$ cat config.mk
export PLATFORM = sky130hd
export DESIGN_NAME = exc_ctrl_flat
export DESIGN_NICKNAME = d
export VERILOG_FILES = /design/src/rtl/exc_ctrl_if.sv /design/src/rtl/exc_ctrl.sv /design/src/flat_wrapper.sv
export SDC_FILE = /design/constraint.sdc
export NUM_CORES = 1
export LEC_CHECK = 0
export CAP_MARGIN = 20
export CORE_AREA = 2 2 90 92
export DETAILED_ROUTE_END_ITERATION = 7
export DIE_AREA = 0 0 92 94
export DONT_BUFFER_PORTS = 1
export SLEW_MARGIN = 10
export SYNTH_ARGS = -nofsm -noshare
export SYNTH_HDL_FRONTEND = slang
export SYNTH_SLANG_ARGS = --single-unit
$ cat constraint.sdc
create_clock -name clk -period 1.53 [get_ports clk]
set_input_delay 0.2295 -clock clk [delete_from_list [all_inputs] [get_ports clk]]
set_output_delay 0.2295 -clock clk [all_outputs]
set_load 0.1 [all_outputs]
$ cat src/rtl/exc_ctrl_if.sv
// exc_ctrl_if: commit-point and fetch-redirect bundle for exc_ctrl.
//
// Signals
//   m_valid, m_exc_valid, m_exccode, m_eret, m_pc, m_bd, m_badvaddr
//       commit-stage instruction presented to the sequencer
//   m_ready
//       commit accepted this cycle (sequencer idle)
//   redir_valid, redir_pc, redir_ready
//       fetch redirect handshake (sequencer -> fetch)
//
// Modports
//   master : commit/fetch side (drives m_*, redir_ready)
//   slave  : exc_ctrl
interface exc_ctrl_if;
  logic        m_valid;
  logic        m_exc_valid;
  logic [4:0]  m_exccode;
  logic        m_eret;
  logic [31:0] m_pc;
  logic        m_bd;
  logic [31:0] m_badvaddr;
  logic        m_ready;
  logic        redir_valid;
  logic        redir_ready;
  logic [31:0] redir_pc;

  modport master (
    output m_valid, m_exc_valid, m_exccode, m_eret, m_pc, m_bd, m_badvaddr,
    output redir_ready,
    input  m_ready, redir_valid, redir_pc
  );

  modport slave (
    input  m_valid, m_exc_valid, m_exccode, m_eret, m_pc, m_bd, m_badvaddr,
    input  redir_ready,
    output m_ready, redir_valid, redir_pc
  );
endinterface

$ cat src/rtl/exc_ctrl.sv
// exc_ctrl: commit-point exception / interrupt / ERET sequencer.
//
// Decides per cycle whether the committing instruction traps, erets or is
// interrupted, drives the cp0 exception inputs for that one cycle, then
// sequences a one-cycle flush followed by a fetch redirect handshake.
//
// Ports
//   clk, reset        clock, synchronous active-high reset
//   commit            exc_ctrl_if.slave: commit instruction + redirect handshake
//   cause_ip, status_im, status_ie, status_exl, epc
//                     state read back from cp0
//   cp0_exception, cp0_exccode, cp0_pc, cp0_is_delay_slot, cp0_badvaddr
//                     cp0 exception inputs (valid only while cp0_exception=1)
//   flush             one-cycle kill of younger pipeline stages
//
// Parameters
//   VECTOR     exception entry PC
//   ERET_CODE  ERET pseudo-exccode understood by cp0
//
// Build option
//   EXC_CTRL_INT_EN  defined: interrupts are taken.
//                    undefined: interrupt inputs are ignored, only
//                    instruction exceptions and ERET trigger.
module exc_ctrl #(
  parameter logic [31:0] VECTOR    = 32'hBFC00380,
  parameter logic [4:0]  ERET_CODE = 5'h1F
) (
  input  logic        clk,
  input  logic        reset,
  exc_ctrl_if.slave   commit,
  input  logic [7:0]  cause_ip,
  input  logic [7:0]  status_im,
  input  logic        status_ie,
  input  logic        status_exl,
  input  logic [31:0] epc,
  output logic        cp0_exception,
  output logic [4:0]  cp0_exccode,
  output logic [31:0] cp0_pc,
  output logic        cp0_is_delay_slot,
  output logic [31:0] cp0_badvaddr,
  output logic        flush
);

  typedef enum logic [1:0] {RUN, FLUSH, REDIRECT} state_t;

  state_t      state_reg;
  logic        flush_reg;
  logic        redir_valid_reg;
  logic        m_ready_reg;
  logic [31:0] redir_pc_reg;
  logic        int_pend_q;
  logic        trig;
  logic        take_eret;
  logic [31:0] target;

`ifdef EXC_CTRL_INT_EN
  // Registered so the pending decision never depends combinationally on
  // cp0 outputs in the same cycle; costs one cycle of interrupt latency.
  always_ff @(posedge clk) begin
    if (reset)
      int_pend_q <= 1'b0;
    else
      int_pend_q <= status_ie & ~status_exl & (|(cause_ip & status_im));
  end
`else
  assign int_pend_q = 1'b0;
  logic unused_int_inputs;
  assign unused_int_inputs = ^{cause_ip, status_im, status_ie, status_exl};
`endif

  // Bubbles never trigger, so a pending interrupt waits for a real instruction.
  assign trig = (state_reg == RUN) & commit.m_valid &
                (int_pend_q | commit.m_exc_valid | commit.m_eret);

  // ERET only wins when neither an interrupt nor an instruction exception
  // is present on the same instruction.
  assign take_eret = ~int_pend_q & ~commit.m_exc_valid & commit.m_eret;
  assign target    = take_eret ? epc : VECTOR;

  // Mealy cp0 strobe: cp0 must see the exception in the trigger cycle itself.
  always_comb begin
    cp0_exception     = 1'b0;
    cp0_exccode       = 5'd0;
    cp0_pc            = 32'd0;
    cp0_is_delay_slot = 1'b0;
    cp0_badvaddr      = 32'd0;
    if (trig) begin
      cp0_exception     = 1'b1;
      cp0_pc            = commit.m_pc;
      cp0_is_delay_slot = commit.m_bd;
      cp0_badvaddr      = commit.m_badvaddr;
      if (int_pend_q)
        cp0_exccode = 5'd0;
      else if (commit.m_exc_valid)
        cp0_exccode = commit.m_exccode;
      else
        cp0_exccode = ERET_CODE;
    end
  end

  always_ff @(posedge clk) begin
    if (reset) begin
      state_reg       <= RUN;
      flush_reg       <= 1'b0;
      redir_valid_reg <= 1'b0;
      m_ready_reg     <= 1'b1;
      redir_pc_reg    <= 32'd0;
    end else begin
      case (state_reg)
        RUN: begin
          if (trig) begin
            state_reg    <= FLUSH;
            flush_reg    <= 1'b1;
            m_ready_reg  <= 1'b0;
            redir_pc_reg <= target;
          end
        end
        FLUSH: begin
          state_reg       <= REDIRECT;
          flush_reg       <= 1'b0;
          redir_valid_reg <= 1'b1;
        end
        REDIRECT: begin
          if (commit.redir_ready) begin
            state_reg       <= RUN;
            redir_valid_reg <= 1'b0;
            m_ready_reg     <= 1'b1;
          end
        end
        default: begin
          state_reg       <= RUN;
          flush_reg       <= 1'b0;
          redir_valid_reg <= 1'b0;
          m_ready_reg     <= 1'b1;
        end
      endcase
    end
  end

  assign flush              = flush_reg;
  assign commit.redir_valid = redir_valid_reg;
  assign commit.redir_pc    = redir_pc_reg;
  assign commit.m_ready     = m_ready_reg;

endmodule
$ cat src/flat_wrapper.sv
// flat-port wrapper written by rule: the top's interface ports become plain ports
module exc_ctrl_flat 
#(
  parameter logic [31:0] VECTOR    = 32'hBFC00380,
  parameter logic [4:0]  ERET_CODE = 5'h1F
)
  (clk, reset, cause_ip, status_im, status_ie, status_exl, epc, cp0_exception, cp0_exccode, cp0_pc, cp0_is_delay_slot, cp0_badvaddr, flush, commit_m_valid, commit_m_exc_valid, commit_m_exccode, commit_m_eret, commit_m_pc, commit_m_bd, commit_m_badvaddr, commit_redir_ready, commit_m_ready, commit_redir_valid, commit_redir_pc);
  exc_ctrl_if commit_i ();
  input  logic clk;
  input  logic reset;
  input  logic [7:0] cause_ip;
  input  logic [7:0] status_im;
  input  logic status_ie;
  input  logic status_exl;
  input  logic [31:0] epc;
  output logic cp0_exception;
  output logic [4:0] cp0_exccode;
  output logic [31:0] cp0_pc;
  output logic cp0_is_delay_slot;
  output logic [31:0] cp0_badvaddr;
  output logic flush;
  input wire logic [$bits(commit_i.m_valid)-1:0] commit_m_valid;
  input wire logic [$bits(commit_i.m_exc_valid)-1:0] commit_m_exc_valid;
  input wire logic [$bits(commit_i.m_exccode)-1:0] commit_m_exccode;
  input wire logic [$bits(commit_i.m_eret)-1:0] commit_m_eret;
  input wire logic [$bits(commit_i.m_pc)-1:0] commit_m_pc;
  input wire logic [$bits(commit_i.m_bd)-1:0] commit_m_bd;
  input wire logic [$bits(commit_i.m_badvaddr)-1:0] commit_m_badvaddr;
  input wire logic [$bits(commit_i.redir_ready)-1:0] commit_redir_ready;
  output wire logic [$bits(commit_i.m_ready)-1:0] commit_m_ready;
  output wire logic [$bits(commit_i.redir_valid)-1:0] commit_redir_valid;
  output wire logic [$bits(commit_i.redir_pc)-1:0] commit_redir_pc;
  assign commit_i.m_valid = commit_m_valid;
  assign commit_i.m_exc_valid = commit_m_exc_valid;
  assign commit_i.m_exccode = commit_m_exccode;
  assign commit_i.m_eret = commit_m_eret;
  assign commit_i.m_pc = commit_m_pc;
  assign commit_i.m_bd = commit_m_bd;
  assign commit_i.m_badvaddr = commit_m_badvaddr;
  assign commit_i.redir_ready = commit_redir_ready;
  assign commit_m_ready = commit_i.m_ready;
  assign commit_redir_valid = commit_i.redir_valid;
  assign commit_redir_pc = commit_i.redir_pc;
  exc_ctrl #(.VECTOR(VECTOR), .ERET_CODE(ERET_CODE)) u_core (.clk(clk), .reset(reset), .commit(commit_i), .cause_ip(cause_ip), .status_im(status_im), .status_ie(status_ie), .status_exl(status_exl), .epc(epc), .cp0_exception(cp0_exception), .cp0_exccode(cp0_exccode), .cp0_pc(cp0_pc), .cp0_is_delay_slot(cp0_is_delay_slot), .cp0_badvaddr(cp0_badvaddr), .flush(flush));
endmodule
# Word level (Yosys, flattened, before mapping)
# Index checks and enable logic that the tools add are counted.
[word_totals] in_bits=126 output_inout_bits=106 regBits=37 word_cells=40
[classes] n_eq_ne=4 mux=17 bitwise=8 n_reduce_logical=6
[op_table] cell="two-way mux 32 bit" count=3
[op_table] cell="two-way mux 5 bit" count=2
[op_table] cell="AND reduction 2 bit" count=4
[op_table] cell="two-way mux 1 bit" count=6
[op_table] cell="case mux 1 bit (3 select lines)" count=2
[op_table] cell="case mux 2 bit (3 select lines)" count=1
[op_table] cell="two-way mux 2 bit" count=2
[op_table] cell="NOT 1 bit" count=4
[op_table] cell="bitwise AND 1 bit" count=3
[op_table] cell="AND reduction 3 bit" count=1
[op_table] cell="== test 2 x 1 -> 1 bit (second input constant)" count=1
[op_table] cell="== test 2 bit (second input constant)" count=1
[op_table] cell="zero test 2 bit" count=1
[op_table] cell="inequality test 2 x 1 -> 1 bit (second input constant)" count=1
[op_table] cell="inequality test 2 bit (second input constant)" count=1
[op_table] cell="case mux 1 bit (2 select lines)" count=1
[op_table] cell="OR 1 bit" count=1

# Longest topological paths before layout
[depth] word_depth=5 mapped_depth=6 ltp_nobuf=4

# Worst setup path after synthesis
# OpenSTA, ideal clock, no wires.
[synth_path] path_kind="register to output" from="register u_core.state_reg[1]" to="output cp0_exccode[0]" path_buffers=0 arrival_ns=2.309 required_time_ns=1.300 setup_slack_ns=-1.009 path_stages_with_launch=4 path_cell_list="dfxtp_1 nor3b_2 nand2_2 a21oi_1"
[synth_via] elab_chain_len=4
[synth_lines] item="start: declaration" line="exc_ctrl.sv:46" rtl="state_t state_reg;"
[synth_lines] item="start signal: assignment" line="exc_ctrl.sv:103" rtl="state_reg <= RUN;"
[synth_lines] item="start signal: assignment" line="exc_ctrl.sv:112" rtl="state_reg <= FLUSH;"
[synth_lines] item="start signal: assignment" line="exc_ctrl.sv:119" rtl="state_reg <= REDIRECT;"
[synth_lines] item="zero test 2 bit" line="exc_ctrl.sv:72" rtl="assign trig = (state_reg == RUN) & commit.m_valid &"
[synth_lines] item="bitwise AND 1 bit (2 in series)" line="exc_ctrl.sv:72"
[synth_lines] item="two-way mux 5 bit" line="exc_ctrl.sv:87" rtl="if (trig) begin"
[synth_lines] item="end: declaration" line="flat_wrapper.sv:17" rtl="output logic [4:0] cp0_exccode;"
# No other way between the ends.

# Final worst setup path
[layout_path] from="register u_core.state_reg[1]" to="output cp0_badvaddr[29]"
[layout_via] elab_chain_len=4
[layout_lines] item="zero test 2 bit" line="exc_ctrl.sv:72"
[layout_lines] item="bitwise AND 1 bit (2 in series)" line="exc_ctrl.sv:72"
[layout_lines] item="two-way mux 32 bit" line="exc_ctrl.sv:87"
[layout_lines] item="end: declaration" line="flat_wrapper.sv:20" rtl="output logic [31:0] cp0_badvaddr;"
# No other way between the ends.

==> out/metrics.cfg <==
[floorplan]
row_count=32
ios=232
die_w_um=92
initial_core_util_pct=23.21
dieArea_um2=8648
die_y_um=94
coreArea_um2=7607

[sta]
period_needed_ns=1.794
worst_slack_ns=-0.2644
final_hold_viol_count=0
finalCritPeriodShare_pct=117.3
slew-limit-headroom_pct=68.97
skew_ns=0.002716
drv_slew=0
tightestPinTransition_ns=0.4655
max_freq_mhz=557.3
rsz0062_at_grt=yes
setup_violations=76
hold_ws_ns=0.009514

[worst_setup_path]
start_kind=register
r2r-start=u_core.state_reg[0]$_SDFFE_PP0P_
critPathCaptureType=output port
crit_type=reg -> out
crit_fanout=12
arrival_ns=1.56
cp.required_ns=1.30
cp-startpoint=u_core.state_reg[1]$_SDFFE_PP0P_

[route]
firstDrtPassIters=4
drc_errors=0
drtAntennaViolNets=0
wl_met2_mm=4.010
drt-total-wl_mm=7.840
wl_met3_mm=1.102
top_layer_used=met4
vias=1981
drt_first_iter_violations=45
drt-met1-wl_mm=2.686
viasPerCell=4.916
wl_per_cell_um=19.45

[global_route]
grt_util_all_layers_pct=16.98
antenna_found_initial=0
grt_first_pass_wirelength_mm=11.23
grt_overflow_total=0
first_global_vias=1948
grt_max_degree=50

[synth]
syn-num-nets=317
ys_warn_count=0
synth_top_family_by_area=simple AND/OR/NAND/NOR gates
synth_compound_area_share_pct=20.62
yosysUniqueCellTypes=24
synth_top_area_share_pct=41.96
syn_inst=191
syn_avg_cell_area_um2=9.243
synth_adder_area_share_pct=0
ys_seq_area_share_pct=41.96
synthTopCellsByArea=dfxtp_1 42%, and3_1 23%, a22o_1 8.9%
synth_area_um2=1765
ys_ff_latch=37
muxShareOfSynthArea_pct=0.5670
synth-simple-area-share_pct=29.62
synth-xor-area-share_pct=0
synth_top_area_cell=dfxtp_1

[run_status]
status=finished, violations left
violations=negative setup slack

[clock_network]
cts_tree=done
insertion_delay_ns=0.28
htreeDepth=2
ctsLongestPathBuffers=2
cts.sinks=37
clk_pin_slew_ns=0.07
cts_buffers=5
cts-root-buf=clkbuf_8

[power_and_ir_drop]
powerDensity_nw_per_um2=958.4
switchingPower_mw=1.883
sw_frac_of_total_pct=46.62
pwr-share-seq_pct=25.9
power.share.clock_pct=16.6
vdd_ir_drop_max_mv=0.6886
power.total_mw=4.040
power_leakage_nw=1.736
comb_power_share_pct=57.5
power.internal_mw=2.156

[min_path]
hold_path_startpoint=reset
hold_path.class=in -> reg

[cells_and_area]
syn_to_final_growth_pct=138.8
diodes=0
drive_gt1_share_pct=70.76
fin_nets=427
largest_register_ffs=32
utilization_pct=55.41

[flow_run]
drv_cap=0

[placed_design]
port_buffers=0
place.gp.congestion=0.7747

-- timing repair --
| item | in CTS | in global routing |
|---|---|---|
| buffers inserted | 1 | 1 |
| resized for setup | 2 | 1 |
| hold buffers | 0 | 0 |
| pin swaps | 0 | 1 |
| endpoints found under the setup margin | 83 | 85 |
| gates cloned | 0 | 2 |
-- metal layers --
| layer | track usage (%) | vias to the layer above |
|---|---|---|
| li1 | - | 928 |
| met1 | 17.40 | 915 |
| met4 | 4.104 | 0 |
| met5 | 0 | - |
| met3 | 9.551 | 4 |
| met2 | 30.09 | 134 |
-- through the flow --
step / setup WS, ns / instances / setup TNS (ns) / cell area (µm²)
after floorplan: -0.1117 / 191 / -6.122 / 2216
after global placement: 0.003876 / 392 / 0 / 4053
after detailed placement: -0.03566 / 392 / -0.2446 / 4053
after CTS: -0.2722 / 400 / -17.87 / 4156
after global routing: -0.3055 / 403 / -21.75 / 4215
final: -0.2644 / 403 / -17.38 / 4215
-- Yosys cell counts --
master,number
and3_1,65
dfxtp_1,37
a22o_1,18
clkbuf_1,15
o221a_1,10
a21oi_1,8
inv_1,7
nor2_1,6
buf_2,3
o21ai_0,3
buf_6,2
nand2b_1,2
nand4b_1,2
o221a_2,2
or2_1,2
a21oi_2,1
buf_4,1
mux2i_1,1
nand2_2,1
nor3_1,1
nor3_4,1
nor3b_2,1
o21a_1,1
or3b_4,1
-- power by group through the flow --
stage	clock (mW)	sequential, mW	combinational (mW)
detailed placement	0	1.06	2.30
global placement	0	1.06	2.28
global route	0.743	1.05	2.38
floorplan	0	1.43	1.24
CTS	0.697	1.04	2.31
finish	0.671	1.04	2.32
-- critical path, stage by stage (launching register included) --
cell and delay, ns:
dfxtp_2 0.34, nor3b_4 0.22, buf_12 0.18, clkbuf_16 0.16, and3_4 0.20, buf_12 0.17
-- kinds of logic (layout without fill, tap and decap cells) --
group / after synthesis / count (layout)
AOI/OAI and AO/OA: 43 / 43
buffers and inverters: 28 / 138
muxes: 1 / 1
DFF: 37 / 37
and+or+nand+nor: 82 / 82
-- worst paths after layout --
kind | endpoint | slack (ns) | depth (start not counted)
min | u_core.state_reg[1]$_SDFFE_PP0P_ | 0.01 | 1
max reg2reg | u_core.commit.redir_pc[7]$_SDFFE_PP0P_ | -0.13 | 7
max | cp0_badvaddr[29] | -0.26 | 5
min reg2reg | u_core.flush$_SDFFE_PP0P_ | 0.47 | 2
-- layout by cell type (no fill, tap or decap) --
cell type   Yosys  final
o21ai_0         3      3
nor2_1          6      6
mux2i_1         1      1
a21oi_1         8      3
dfxtp_2         0      2
or3b_4          1      1
nor3_1          1      1
a21oi_4         0      5
clkbuf_8        0      6
nand2_4         0      1
o221a_1        10     10
a21oi_2         1      1
or2_4           0      2
buf_12          0     77
nand4b_1        2      2
a22o_1         18     18
nor3_4          1      1
o21a_1          1      1
nand2b_1        2      2
nor3b_4         0      1
clkinvlp_4      0      2
o221a_2         2      2
and3_4          0     65
buf_4           1     45
inv_1           7      6
clkbuf_16       0      2
dfxtp_1        37     35
-- layout make-up --
cell class | instances | area [µm²]
inverter | 7 | 30.03
tap | 102 | 127.6
timing repair buffer | 124 | 1929
multi-input combinational | 126 | 1295
clock inverter | 1 | 7.507
sequential | 37 | 743.2
fill | 662 | 3392
clock buffer | 6 | 82.58
Power figures use the tool's default switching activity.
